--- config.mk ---
export PLATFORM = sky130hd
export DESIGN_NAME = ahb_lite_interconnect
export DESIGN_NICKNAME = d
export VERILOG_FILES = /design/src/rtl/ahb_pkg.sv /design/src/rtl/ahb_lite_decoder.sv /design/src/rtl/ahb_lite_interconnect.sv
export SDC_FILE = /design/constraint.sdc
export NUM_CORES = 1
export LEC_CHECK = 0
export ABC_CLOCK_PERIOD_IN_PS = 2020
export CAP_MARGIN = 20
export CELL_PAD_IN_SITES_DETAIL_PLACEMENT = 1
export CELL_PAD_IN_SITES_GLOBAL_PLACEMENT = 2
export CORE_UTILIZATION = 12
export CTS_CLUSTER_DIAMETER = 30
export DETAILED_ROUTE_END_ITERATION = 8
export GPL_TIMING_DRIVEN = 0
export PLACE_DENSITY = 0.81
export SYNTH_ARGS = -nofsm -noshare
export SYNTH_HDL_FRONTEND = slang
export SYNTH_SLANG_ARGS = --single-unit
--- constraint.sdc ---
create_clock -name clk -period 2.02 [get_ports clk]
set_input_delay 0.303 -clock clk [delete_from_list [all_inputs] [get_ports clk]]
set_output_delay 0.303 -clock clk [all_outputs]
set_load 0.01 [all_outputs]
--- src/rtl/ahb_pkg.sv ---
// ahb_pkg
//   Shared types and constants for the AHB-lite interconnect:
//   - ahb_state_e : data-phase state machine encoding
//   - ERR_*       : cause codes reported on err_last
//   - HRESP_*     : response encodings
//   - OWNER_*     : data-phase owner encoding (slave index, default slave, none)
package ahb_pkg;

  localparam int AHB_ADDR_WIDTH = 32;
  localparam int AHB_DATA_WIDTH = 32;

  typedef enum logic [1:0] {
    IDLE = 2'd0,
    DATA = 2'd1,
    ERR1 = 2'd2,
    ERR2 = 2'd3
  } ahb_state_e;

  localparam logic [1:0] ERR_NONE = 2'd0;
  localparam logic [1:0] ERR_DEC  = 2'd1;
  localparam logic [1:0] ERR_TO   = 2'd2;

  localparam logic HRESP_OKAY  = 1'b0;
  localparam logic HRESP_ERROR = 1'b1;

  // Owner codes 0..15 are slave indices; two extra codes above the
  // largest legal slave count mark the default slave and "no owner".
  localparam int             OWNER_W       = 5;
  localparam logic [OWNER_W-1:0] OWNER_DEFAULT = 5'd16;
  localparam logic [OWNER_W-1:0] OWNER_NONE    = 5'd17;

endpackage

--- src/rtl/ahb_lite_decoder.sv ---
// ahb_lite_decoder
//   Combinational address decoder. Each slave i owns the window where
//   (addr & SLV_MASK[i]) == SLV_BASE[i]; on overlap the lowest index wins.
// Ports:
//   addr  in  AW       address being decoded
//   hit   out NUM_SLV  one-hot winning slave (all zero on miss)
//   miss  out 1        no window matched; default slave takes the transfer
module ahb_lite_decoder
  import ahb_pkg::*;
#(
  parameter int                    NUM_SLV  = 4,
  parameter int                    AW       = AHB_ADDR_WIDTH,
  parameter logic [NUM_SLV*AW-1:0] SLV_BASE = {32'h3000_0000, 32'h2000_0000,
                                               32'h1000_0000, 32'h0000_0000},
  parameter logic [NUM_SLV*AW-1:0] SLV_MASK = {NUM_SLV{32'hF000_0000}}
) (
  input  logic [AW-1:0]      addr,
  output logic [NUM_SLV-1:0] hit,
  output logic               miss
);

  always_comb begin
    hit  = '0;
    miss = 1'b1;
    // Scanning upward and stopping at the first match gives lowest-index priority.
    for (int i = 0; i < NUM_SLV; i++) begin
      if (miss && ((addr & SLV_MASK[i*AW +: AW]) == SLV_BASE[i*AW +: AW])) begin
        hit[i] = 1'b1;
        miss   = 1'b0;
      end
    end
  end

endmodule

--- src/rtl/ahb_lite_interconnect.sv ---
// ahb_lite_interconnect
//   Single-master AHB-lite fabric for NUM_SLV slaves. Decodes the address
//   phase into one-hot selects, tracks the data-phase owner and muxes its
//   response back. A built-in default slave answers unmapped addresses with
//   a two-cycle ERROR, and a wait-state timeout aborts hung slaves.
// Ports:
//   clk, rstn                      clock, asynchronous active-low reset
//   m_haddr/m_haddr_ctrl/m_hwrite  master address phase
//   m_hwdata                       master write data (data phase)
//   m_hready/m_hresp/m_hrdata      response to master
//   s_haddr/s_hwrite/s_hwdata      broadcast to slaves
//   s_hsel                         one-hot slave select (address phase)
//   s_hready/s_hresp/s_hrdata      per-slave responses
//   err_cnt                        saturating count of generated errors
//   err_last                       cause of the last generated error
module ahb_lite_interconnect
  import ahb_pkg::*;
#(
  parameter int                    NUM_SLV  = 4,
  parameter int                    AW       = AHB_ADDR_WIDTH,
  parameter int                    DW       = AHB_DATA_WIDTH,
  parameter logic [NUM_SLV*AW-1:0] SLV_BASE = {32'h3000_0000, 32'h2000_0000,
                                               32'h1000_0000, 32'h0000_0000},
  parameter logic [NUM_SLV*AW-1:0] SLV_MASK = {NUM_SLV{32'hF000_0000}},
  parameter int                    TIMEOUT  = 256
) (
  input  logic                  clk,
  input  logic                  rstn,
  input  logic [AW-1:0]         m_haddr,
  input  logic                  m_haddr_ctrl,
  input  logic                  m_hwrite,
  input  logic [DW-1:0]         m_hwdata,
  output logic                  m_hready,
  output logic                  m_hresp,
  output logic [DW-1:0]         m_hrdata,
  output logic [AW-1:0]         s_haddr,
  output logic                  s_hwrite,
  output logic [DW-1:0]         s_hwdata,
  output logic [NUM_SLV-1:0]    s_hsel,
  input  logic [NUM_SLV-1:0]    s_hready,
  input  logic [NUM_SLV-1:0]    s_hresp,
  input  logic [NUM_SLV*DW-1:0] s_hrdata,
  output logic [15:0]           err_cnt,
  output logic [1:0]            err_last
);

  localparam int CW = $clog2(TIMEOUT);

  ahb_state_e         state;
  logic [OWNER_W-1:0] owner;
  logic [CW-1:0]      wait_cnt;

  logic [NUM_SLV-1:0] dec_hit;
  logic               dec_miss;
  logic [OWNER_W-1:0] win_idx;
  logic               sel_hready;
  logic               sel_hresp;
  logic [DW-1:0]      sel_hrdata;
  logic               accept;
  logic [15:0]        err_cnt_inc;

  ahb_lite_decoder #(
    .NUM_SLV  (NUM_SLV),
    .AW       (AW),
    .SLV_BASE (SLV_BASE),
    .SLV_MASK (SLV_MASK)
  ) u_decoder (
    .addr (m_haddr),
    .hit  (dec_hit),
    .miss (dec_miss)
  );

  assign s_haddr  = m_haddr;
  assign s_hwrite = m_hwrite;
  assign s_hwdata = m_hwdata;
  assign s_hsel   = m_haddr_ctrl ? dec_hit : '0;

  // One-hot hit to owner index.
  always_comb begin
    win_idx = '0;
    for (int i = 0; i < NUM_SLV; i++) begin
      if (dec_hit[i]) win_idx = OWNER_W'(i);
    end
  end

  // Owner response mux; only meaningful while state is DATA.
  always_comb begin
    sel_hready = 1'b1;
    sel_hresp  = HRESP_OKAY;
    sel_hrdata = '0;
    for (int i = 0; i < NUM_SLV; i++) begin
      if (owner == OWNER_W'(i)) begin
        sel_hready = s_hready[i];
        sel_hresp  = s_hresp[i];
        sel_hrdata = s_hrdata[i*DW +: DW];
      end
    end
  end

  always_comb begin
    m_hready = 1'b1;
    m_hresp  = HRESP_OKAY;
    m_hrdata = '0;
    case (state)
      DATA: begin
        m_hready = sel_hready;
        m_hresp  = sel_hresp;
        m_hrdata = sel_hrdata;
      end
      ERR1: begin
        m_hready = 1'b0;
        m_hresp  = HRESP_ERROR;
      end
      ERR2: begin
        m_hresp  = HRESP_ERROR;
      end
      default: ;
    endcase
  end

  assign accept      = m_haddr_ctrl & m_hready;
  assign err_cnt_inc = (err_cnt == 16'hFFFF) ? err_cnt : err_cnt + 16'd1;

  always_ff @(posedge clk or negedge rstn) begin
    if (!rstn) begin
      state    <= IDLE;
      owner    <= OWNER_NONE;
      wait_cnt <= '0;
      err_cnt  <= '0;
      err_last <= ERR_NONE;
    end else if (accept) begin
      wait_cnt <= '0;
      if (dec_miss) begin
        state    <= ERR1;
        owner    <= OWNER_DEFAULT;
        err_cnt  <= err_cnt_inc;
        err_last <= ERR_DEC;
      end else begin
        state <= DATA;
        owner <= win_idx;
      end
    end else if (m_hready) begin
      // Transfer finished with no new request behind it.
      state <= IDLE;
      owner <= OWNER_NONE;
    end else begin
      case (state)
        DATA: begin
          // m_hready low in DATA means the owner is inserting a wait state.
          if (wait_cnt == CW'(TIMEOUT - 1)) begin
            state    <= ERR1;
            owner    <= OWNER_DEFAULT;
            wait_cnt <= '0;
            err_cnt  <= err_cnt_inc;
            err_last <= ERR_TO;
          end else begin
            wait_cnt <= wait_cnt + CW'(1);
          end
        end
        ERR1:    state <= ERR2;
        default: state <= IDLE;
      endcase
    end
  end

endmodule

==> results of run 1 <==
[area by class of cell]
cell class	count	area share (%)
inverters	3	0.154
repair buffers	315	41.1
plain buffers	84	10.4
flip-flops and latches	31	10.7
clock inverters	3	0.206
multi-input cells	263	30.1
clock buffers	5	1.72
well taps	330	5.66
[through the flow]
step | power (uW) | instances | hold WS, ns | worst slack [ns] | utilization (%)
after floorplan | 2090 | 383 | 0.00741 | -0.140 | -
after global placement | 3250 | 976 | 0.490 | -1.13 | 24.4
after detailed placement | 3260 | 977 | 0.407 | -0.835 | 24.4
after CTS | 4770 | 1022 | 0.112 | -0.343 | 27.6
after global routing | 5360 | 1034 | 0.146 | -0.394 | 29.0
final | 5070 | 1034 | 0.0848 | -0.353 | 29.0
[sequential cells by signal (all words and copies together) (netlist names)]
name      flops
owner         3
state         2
err_last      2
err_cnt      16
wait_cnt      8
[logic make-up after synthesis]
logic type,share of synthesized area (%)
adders and majority gates,0.811
AOI/OAI and AO/OA,17.6
and+or+nand+nor,18.8
xor gates and xnor gates,4.26
buffers and inverters,19.3
muxes,14.0
DFF,25.2
[layout by cell type, fill, tap and decap left out, types with 5 or more instances in the layout]
master / netlist / routed
buf_8: 0 / 9
clkdlybuf4s50_1: 0 / 223
clkbuf_16: 0 / 7
dfrtp_1: 29 / 27
o21ai_2: 0 / 31
buf_2: 2 / 33
xnor2_1: 13 / 11
nand3_1: 10 / 5
nand4_1: 9 / 9
buf_4: 65 / 92
buf_6: 2 / 24
mux2_2: 33 / 32
o22ai_2: 0 / 9
o21ai_1: 0 / 5
o22ai_1: 32 / 21
nand2_1: 24 / 18
buf_12: 0 / 5
nor2_1: 46 / 42
and3_1: 8 / 8
[repair_timing]
action                     CTS  global route
hold buffers                 0             0
buffers inserted            37            15
gates resized for setup    299            72
pin swaps                   26            15
cloned                       1             1
setup endpoints to repair   66            63
[final timing paths]
check | cells after the start | endpoint | startpoint | slack, ns
max | 7 | err_cnt[15]$_DFFE_PN0P_ | owner[0]$_DFFE_PN1P_ | -0.35
min | 1 | err_cnt[5]$_DFFE_PN0P_ | rstn | 0.08
max reg2reg | 7 | err_cnt[15]$_DFFE_PN0P_ | owner[0]$_DFFE_PN1P_ | -0.35
min reg2reg | 2 | err_last[1]$_DFFE_PN0P_ | err_last[1]$_DFFE_PN0P_ | 0.50
max in group asynchronous | 1 | state[1]$_DFFE_PN0P_ | rstn | 1.42
min in group clk | 2 | err_last[1]$_DFFE_PN0P_ | err_last[1]$_DFFE_PN0P_ | 0.50
[synthesized netlist by cell type, types with 3 or more instances]
master / instances
buf_4: 65
nor2_1: 46
o21ai_0: 42
mux2_2: 33
o22ai_1: 32
dfrtp_1: 29
nand2_1: 24
xnor2_1: 13
clkbuf_1: 11
nand3_1: 10
nand4_1: 9
and3_1: 8
buf_1: 6
a21oi_1: 5
nand2b_1: 4
a31o_2: 3
inv_1: 3
nor3_1: 3
[metal layers]
layer / global-route usage, % / vias to the layer above / part of all wire (%)
li1: - / 1944 / -
met1: 12.6 / 1986 / 38
met2: 22.3 / 158 / 56
met3: 1.83 / 11 / 5.2
met4: 2.14 / 0 / 1.1
met5: 0 / - / 0
[worst max-delay path: cells and delay by family (launching register included)]
family	cells	cell delay, ns
simple gates	2	0.48
mux	2	0.86
flops	1	0.54
compound gates	1	0.10
buf+inv	2	0.27
[where the power goes]
group	switching (uW)	internal, uW
Sequential	139	748
Combinational	1510	1950
Clock	280	449
==> reports/qor.yml, run 1 <==
outcome:
  outcome: "finished with violations"
  failed_checks: "negative setup slack"
logic_synthesis:
  yosys_warnings: 0
  synth_area_leader_cell: "dfrtp_1"
  synth_edf_count: 0
  synth_seq_cells: 31
  syn_area_um2: 3090
  ys_seq_area_share_pct: 25.2
  synth_top_area_share_pct: 23.5
  synth_ff_type: "dfrtp_1"
  syn_area_per_cell_um2: 8.06
  netlist_instances: 383
  syn-num-nets: 589
  ys_async_sr_fraction_pct: 100
  synth_area_leaders: "dfrtp_1 (24%), buf_4 (16%), mux2_2 (12%)"
  synth.distinct_cells: 42
worst_setup_path:
  path_max_fanout: 4
  slowest_stage: "dfstp_2"
  crit_chain: "buf_12, mux4_2, buf_6, nor2_4, a21oi_4, nor4b_4, mux2_4"
  cp-end-kind: "flip-flop"
  cp.required_ns: 2.18
  critPathMaxStageDelay_ns: 0.54
  startpoint_type: "flip-flop"
  worstSetupPathType: "flip-flop to flip-flop"
  worstPathArrival_ns: 2.54
die:
  die_h_um: 162
  io_pins: 325
  rows: 58
  fp.dieW_um: 162
  start_util_pct: 12.3
  die_area_um2: 26400
  core_area_um2: 25200
clock_tree:
  clkTransAtPathRegs_ns: 0.06
  cts_buffers: 5
  clock_latency_ns: 0.28
  clk_path_buf_depth: 2
  cts_tree: "done"
  clock-sinks: 31
  ctsHtreeMaxLevel: 2
  root_buffer: "clkbuf_16"
finish:
  fill_cells: 2934
  syn2layout_area_growth_pct: 136
  regArea_um2: 781
  multi_input_area_um2: 2190
  antenna_cells: 0
  stdcell_area_um2: 7290
  drive_gt1_share_pct: 43.5
  fin_nets: 909
sta:
  setup_viol: 59
  fmax_mhz: 421
  drv_slew: 0
  fin_setup_tns_ns: -10.35
  period_minus_slack_ns: 2.37
  fin_skew_ns: 0.00566
  fin_crit_sh_pct: 117
  slew_headroom_pct: 51.1
  worst_pin_slew_ns: 0.733
  rsz0062_at_grt: "yes"
  fin_ws_ns: -0.353
  hold_viol: 0
drt:
  ant_nets: 0
  firstDrtPassIters: 4
  drc: 0
  num_vias: 4099
  drt-initial-drc-count: 97
  vias_per_cell: 3.96
  drt_wl_total_um: 16000
  wl_per_cell_um: 15.4
pwr:
  power.leakage_uw: 0.00301
  p_per_area_nw_per_um2: 695
  ir_drop_mv: 0.305
global_route:
  antenna_found_initial: 0
  grt_start_max_net_pins: 32
  grt_pass1_wl_um: 23300
  overflow: 0
  grt_pass1_vias: 4316
  grt_usage_pct: 11.3
placement:
  dpl_cell_area_um2: 6140
  io_buffers: 263
  globalplace.congestion: 0.740
  post-dp-hpwl_um: 12200
hold_path:
  hp-class: "input port to asynchronous set/reset pin"
flow_run:
  max_cap_viol_count: 0
(Power assumes the default switching activity.)
==> run 2, diff against run 1 <==
- TNS_END_PERCENT: unset -> 20
==> reports/qor.yml, run 2 (synthesized netlist as in run 1, its figures left out) <==
outcome:
  outcome: "finished with violations"
  failed_checks: "negative setup slack"
pwr:
  p_per_area_nw_per_um2: 682  # -1.9%
  ir_drop_mv: 0.360  # +18%
  power.leakage_uw: 0.00278  # -7.5%
placement:
  dpl_cell_area_um2: 6140  # -0.10%
  globalplace.congestion: 0.741  # +0.11%
  io_buffers: 263  # unchanged
  post-dp-hpwl_um: 12100  # -0.36%
hold_path:
  hp-class: "input port to asynchronous set/reset pin"
finish:
  final_cell_mix: "clkdlybuf4s50_1 (224), buf_4 (80), nor2_1 (42)"
  antenna_cells: 0  # unchanged
  fill_cells: 2997  # +2.1%
  fin_nets: 882  # -3.0%
  layout_commonest_cell: "clkdlybuf4s50_1"
  largest_register_ff_count: 16  # unchanged
  drive_gt1_share_pct: 33.7  # -9.8 points
  syn2layout_area_growth_pct: 120
  stdcell_area_um2: 6780  # -7.0%
  largestRegisters: "err_cnt x16, wait_cnt x8, owner x3"
  top_register: "err_cnt"
worst_setup_path:
  cp-end-kind: "flip-flop"
  r2r_end: "err_cnt[1]$_DFFE_PN0P_"
  cp.required_ns: 2.18  # about the same
  startpoint_type: "flip-flop"
  crit_chain: "buf_12, mux4_2, buf_6, o2111a_2, a21o_4, nand2_4, mux2_4"
  worstPathArrival_ns: 2.52  # -0.02 ns
  worstSetupPathType: "flip-flop to flip-flop"
  slowest_stage: "dfstp_2"
  ff2ff_path_depth: 7  # unchanged
  critPathMaxStageDelay_ns: 0.55  # about the same
  r2r_start: "owner[0]$_DFFE_PN1P_"
  path_max_fanout: 5  # +1
  rrSetupSlack_ns: -0.34  # about the same
clock_tree:
  root_buffer: "clkbuf_16"
  clock-sinks: 31  # unchanged
  cts_buffers: 5  # unchanged
  clkTransAtPathRegs_ns: 0.06  # about the same
  clk_path_buf_depth: 2  # unchanged
  hold_buffers: 0  # unchanged
  cts_tree: "done"
  clock_latency_ns: 0.28  # about the same
  ctsHtreeMaxLevel: 2  # unchanged
global_route:
  grt_usage_pct: 11.0  # -0.35 points
  grt_pass1_vias: 4051  # -6.1%
  antenna_found_initial: 0  # unchanged
  grt_start_max_net_pins: 32  # unchanged
  grt_pass1_wl_um: 22600  # -3.1%
  overflow: 0  # unchanged
die:
  fp.dieW_um: 162  # unchanged
  io_pins: 325  # unchanged
  die_h_um: 162  # unchanged
  core_area_um2: 25200  # unchanged
  rows: 58  # unchanged
  start_util_pct: 12.3  # unchanged
  die_area_um2: 26400  # unchanged
sta:
  setup_viol: 47  # -20%
  drv_slew: 0  # unchanged
  slew_headroom_pct: 51.4  # +0.29 points
  fin_ws_ns: -0.340  # +0.0130 ns
  fin_crit_sh_pct: 117  # -0.65 points
  hold_viol: 0  # unchanged
  worst_pin_slew_ns: 0.729  # -0.00431 ns
  fin_hold_ws_ns: 0.0846  # -0.000187 ns
  fin_skew_ns: 0.00679  # +0.00113 ns
  fmax_mhz: 424  # +0.55%
  period_minus_slack_ns: 2.36  # -0.0130 ns
  rsz0062_at_grt: "yes"
drt:
  ant_nets: 0  # unchanged
  drt-initial-drc-count: 104  # +7.2%
  wl_per_cell_um: 15.1  # -2.3%
  drt_wl_total_um: 15200  # -4.8%
  vias_per_cell: 3.91  # -1.4%
  drc: 0  # unchanged
  num_vias: 3938  # -3.9%
  firstDrtPassIters: 4  # unchanged
flow_run:
  max_cap_viol_count: 0  # unchanged
==> run 2: changes by cell type in the layout (fill, tap and decap cells not counted), moves of 6 or more <==
cell | previous run | this run
o21ai_2 | 31 | 13
buf_6 | 24 | 11
o21ai_1 | 5 | 18
buf_4 | 92 | 80
o22ai_1 | 21 | 29
buf_2 | 33 | 26
buf_8 | 9 | 2
o21ai_0 | 3 | 10
o22ai_2 | 9 | 3
==> run 2: cell type report <==
type                       count  area [um2]  share of cell area [%]
clock buffer                   5         125                    1.85
tap                          330         413                    6.09
buffer                        85         776                    11.4
inverter                       3        11.3                   0.166
sequential                    31         781                    11.5
timing repair buffer         287        2740                    40.4
multi-input combinational    263        1910                    28.2
clock inverter                 3        20.0                   0.295
==> run 2: power breakdown <==
| group | leakage [uW] | internal [uW] | switching, uW |
|---|---|---|---|
| registers | 0.000404 | 748 | 126 |
| clock network | 0.0000658 | 453 | 286 |
| logic | 0.00231 | 1690 | 1320 |
==> run 2: routing by layer <==
layer | vias to the layer above | share of wire [%] | GRT usage, %
li1 | 1886 | - | -
met3 | 7 | 5.6 | 1.60
met5 | - | 0 | 0
met4 | 0 | 0.68 | 1.84
met1 | 1885 | 40 | 13.2
met2 | 160 | 54 | 20.6
==> run 2: through the flow <==
step / util (%) / cells / setup WS, ns / total power (uW) / setup TNS (ns)
floorplan: - / 383 / -0.140 / 2080 / -0.705
global placement: 24.4 / 976 / -1.13 / 3250 / -41.10
detailed placement: 24.4 / 977 / -0.888 / 3280 / -32.98
CTS: 26.7 / 1004 / -0.382 / 4620 / -8.27
global route: 26.9 / 1007 / -0.395 / 4940 / -12.76
finish: 26.9 / 1007 / -0.340 / 4620 / -7.95
==> run 2: timing repair <==
action,CTS,global route
buffers inserted,18,3
gates resized for setup,243,28
cloned,2,0
pin swaps,11,5
hold endpoints to repair,0,0
endpoints found under the setup margin,67,60
==> run 2: worst max path at each step <==
stage | from | to | slack, ns | cells past startpoint
floorplan | owner[0]$_DFFE_PN1P_ | err_cnt[1]$_DFFE_PN0P_ | -0.14 | 6
global placement | state[1]$_DFFE_PN0P_ | m_hrdata[10] | -1.13 | 5
detailed placement | state[0]$_DFFE_PN0P_ | m_hrdata[20] | -0.89 | 6
CTS | owner[0]$_DFFE_PN1P_ | err_cnt[1]$_DFFE_PN0P_ | -0.38 | 7
global route | owner[0]$_DFFE_PN1P_ | err_cnt[1]$_DFFE_PN0P_ | -0.39 | 7
finish | owner[0]$_DFFE_PN1P_ | err_cnt[1]$_DFFE_PN0P_ | -0.34 | 7
==> run 2: critical path: cells and delay by family, from the launching register on <==
family          cells  cell delay (ns)
flops               1             0.55
compound gates      2             0.51
simple gates        1             0.06
buf+inv             2             0.28
mux                 2             0.84
==> run 3, diff against run 2 <==
- CORE_ASPECT_RATIO: unset -> 1.4
==> reports/qor.yml, run 3 (synthesized netlist as in run 1, its figures left out) <==
finish:
  largestRegisters: "err_cnt x16, wait_cnt x8, owner x3"
  layout_commonest_cell: "clkdlybuf4s50_1"
  post_layout_nonfiller_instances: 994  # -1.3%
  largest_register_ff_count: 16  # unchanged
  drive_gt1_share_pct: 34.2  # +0.50 points
  syn2layout_area_growth_pct: 119
  fin_nets: 878  # -0.45%
  top_register: "err_cnt"
  final_cell_mix: "clkdlybuf4s50_1 (225), buf_4 (81), nor2_1 (43)"
die:
  die_h_um: 192  # +18%
  core_area_um2: 25300  # +0.45%
  rows: 69  # +19%
  die_area_um2: 26400  # about the same
  fp.dieW_um: 138  # -15%
  io_pins: 325  # unchanged
  start_util_pct: 12.2  # -0.055 points
outcome:
  outcome: "finished with violations"
  failed_checks: "negative setup slack"
placement:
  place_inst: 966  # -1.1%
  post-dp-hpwl_um: 14400  # +19%
  globalplace.congestion: 0.788  # +6.4%
  io_buffers: 263  # unchanged
  post-place-ws_ns: -0.833  # +0.0553 ns
hold_path:
  hp-class: "input port to asynchronous set/reset pin"
clock_tree:
  clock-sinks: 31  # unchanged
  hold_buffers: 0  # unchanged
  clkTransAtPathRegs_ns: 0.06  # about the same
  ctsHtreeMaxLevel: 2  # unchanged
  clk_path_buf_depth: 2  # unchanged
  root_buffer: "clkbuf_16"
  clock_latency_ns: 0.29  # about the same
  cts_tree: "done"
  cts_buffers: 5  # unchanged
sta:
  setup_viol: 42  # -11%
  fin_crit_sh_pct: 120  # +3.2 points
  fmax_mhz: 413  # -2.6%
  fin_setup_tns_ns: -7.99  # -0.0416 ns
  fin_skew_ns: 0.00769  # +0.000900 ns
  fin_ws_ns: -0.403  # -0.0637 ns
  rsz0062_at_grt: "yes"
  hold_viol: 0  # unchanged
  worst_pin_slew_ns: 0.765  # +0.0362 ns
  fin_hold_ws_ns: 0.0876  # +0.00297 ns
  drv_slew: 0  # unchanged
  period_minus_slack_ns: 2.42  # +0.0637 ns
  slew_headroom_pct: 49.0  # -2.4 points
worst_setup_path:
  startpoint_type: "flip-flop"
  path_max_fanout: 5  # unchanged
  cp.required_ns: 2.19  # about the same
  worstSetupPathType: "flip-flop to flip-flop"
  worstPathArrival_ns: 2.59  # +0.07 ns
  cp-end-kind: "flip-flop"
drt:
  firstDrtPassIters: 4  # unchanged
  ant_nets: 0  # unchanged
  wl_per_cell_um: 17.6  # +17%
  num_vias: 3995  # +1.4%
  drc: 0  # unchanged
  vias_per_cell: 4.02  # +2.8%
  drt_wl_total_um: 17500  # +15%
  drt-initial-drc-count: 65  # -38%
global_route:
  grt_start_max_net_pins: 32  # unchanged
  antenna_found_initial: 5  # +5
  grt_pass1_wl_um: 23900  # +5.6%
  grt_usage_pct: 12.3  # +1.3 points
  grt_pass1_vias: 4047  # -0.099%
  overflow: 0  # unchanged
pwr:
  p_per_area_nw_per_um2: 704  # +3.2%
  power.leakage_uw: 0.00282  # +1.4%
  ir_drop_mv: 0.615  # +71%
flow_run:
  max_cap_viol_count: 0  # unchanged
==> run 3: final timing paths <==
check / cells after the start / start / slack, ns / end
worst min register to register: 1 / wait_cnt[6]$_DFFE_PN0P_ / 0.52 / wait_cnt[6]$_DFFE_PN0P_
max in group asynchronous: 1 / rstn / 1.40 / state[1]$_DFFE_PN0P_
worst max register to register: 7 / owner[0]$_DFFE_PN1P_ / -0.40 / err_cnt[1]$_DFFE_PN0P_
worst min-delay path: 1 / rstn / 0.09 / err_cnt[0]$_DFFE_PN0P_
min in group clk: 1 / wait_cnt[6]$_DFFE_PN0P_ / 0.52 / wait_cnt[6]$_DFFE_PN0P_
worst max-delay path: 7 / owner[0]$_DFFE_PN1P_ / -0.40 / err_cnt[1]$_DFFE_PN0P_
==> run 3: through the flow <==
stage | area, um2 | power, uW | utilization, %
global placement | 6120 | 3290 | 24.2
global route | 6760 | 5070 | 26.7
detailed placement | 6120 | 3320 | 24.2
CTS | 6610 | 4710 | 26.1
floorplan | 3090 | 2080 | -
finish | 6760 | 4760 | 26.7
==> run 3: metal layers <==
| layer | GRT usage, % | up-vias | wire [um] | share of wire (%) |
|---|---|---|---|---|
| met5 | 0 | - | 46 | 0.26 |
| met4 | 2.92 | 6 | 279 | 1.6 |
| met3 | 6.52 | 20 | 2610 | 15 |
| met2 | 22.9 | 230 | 8730 | 50 |
| met1 | 11.6 | 1853 | 5820 | 33 |
| li1 | - | 1886 | - | - |
==> run 3: worst max-delay path: stages, from the launching register on <==
cell and delay [ns]:
dfstp_2 0.57, buf_12 0.14, mux4_2 0.54, buf_6 0.15, o2111a_2 0.28, a21o_4 0.23, nand2_4 0.07, mux2_4 0.30
==> run 3: what timing repair did <==
item                       in CTS  in global routing
gates cloned                    2                  0
pin swaps                       8                  4
buffers inserted                8                 10
gates resized for setup       154                 91
setup endpoints to repair      66                 65
==> run 3: where the power goes <==
part | internal [uW] | leakage [uW] | total, uW | switching, uW
sequential | 746 | 0.000405 | 890 | 144
clock | 613 | 0.0000869 | 907 | 293
combinational | 1630 | 0.00232 | 2970 | 1340
==> run 3: area by class of cell <==
cell class | count | area [um2]
Sequential cell | 31 | 779
Tap cell | 319 | 399
Buffer | 84 | 734
Inverter | 3 | 11.3
Fill cell | 2985 | 18500
Multi-Input combinational cell | 263 | 1950
Timing Repair Buffer | 284 | 2710
Antenna cell | 2 | 5.00
Clock buffer | 6 | 139
Clock inverter | 2 | 35.0
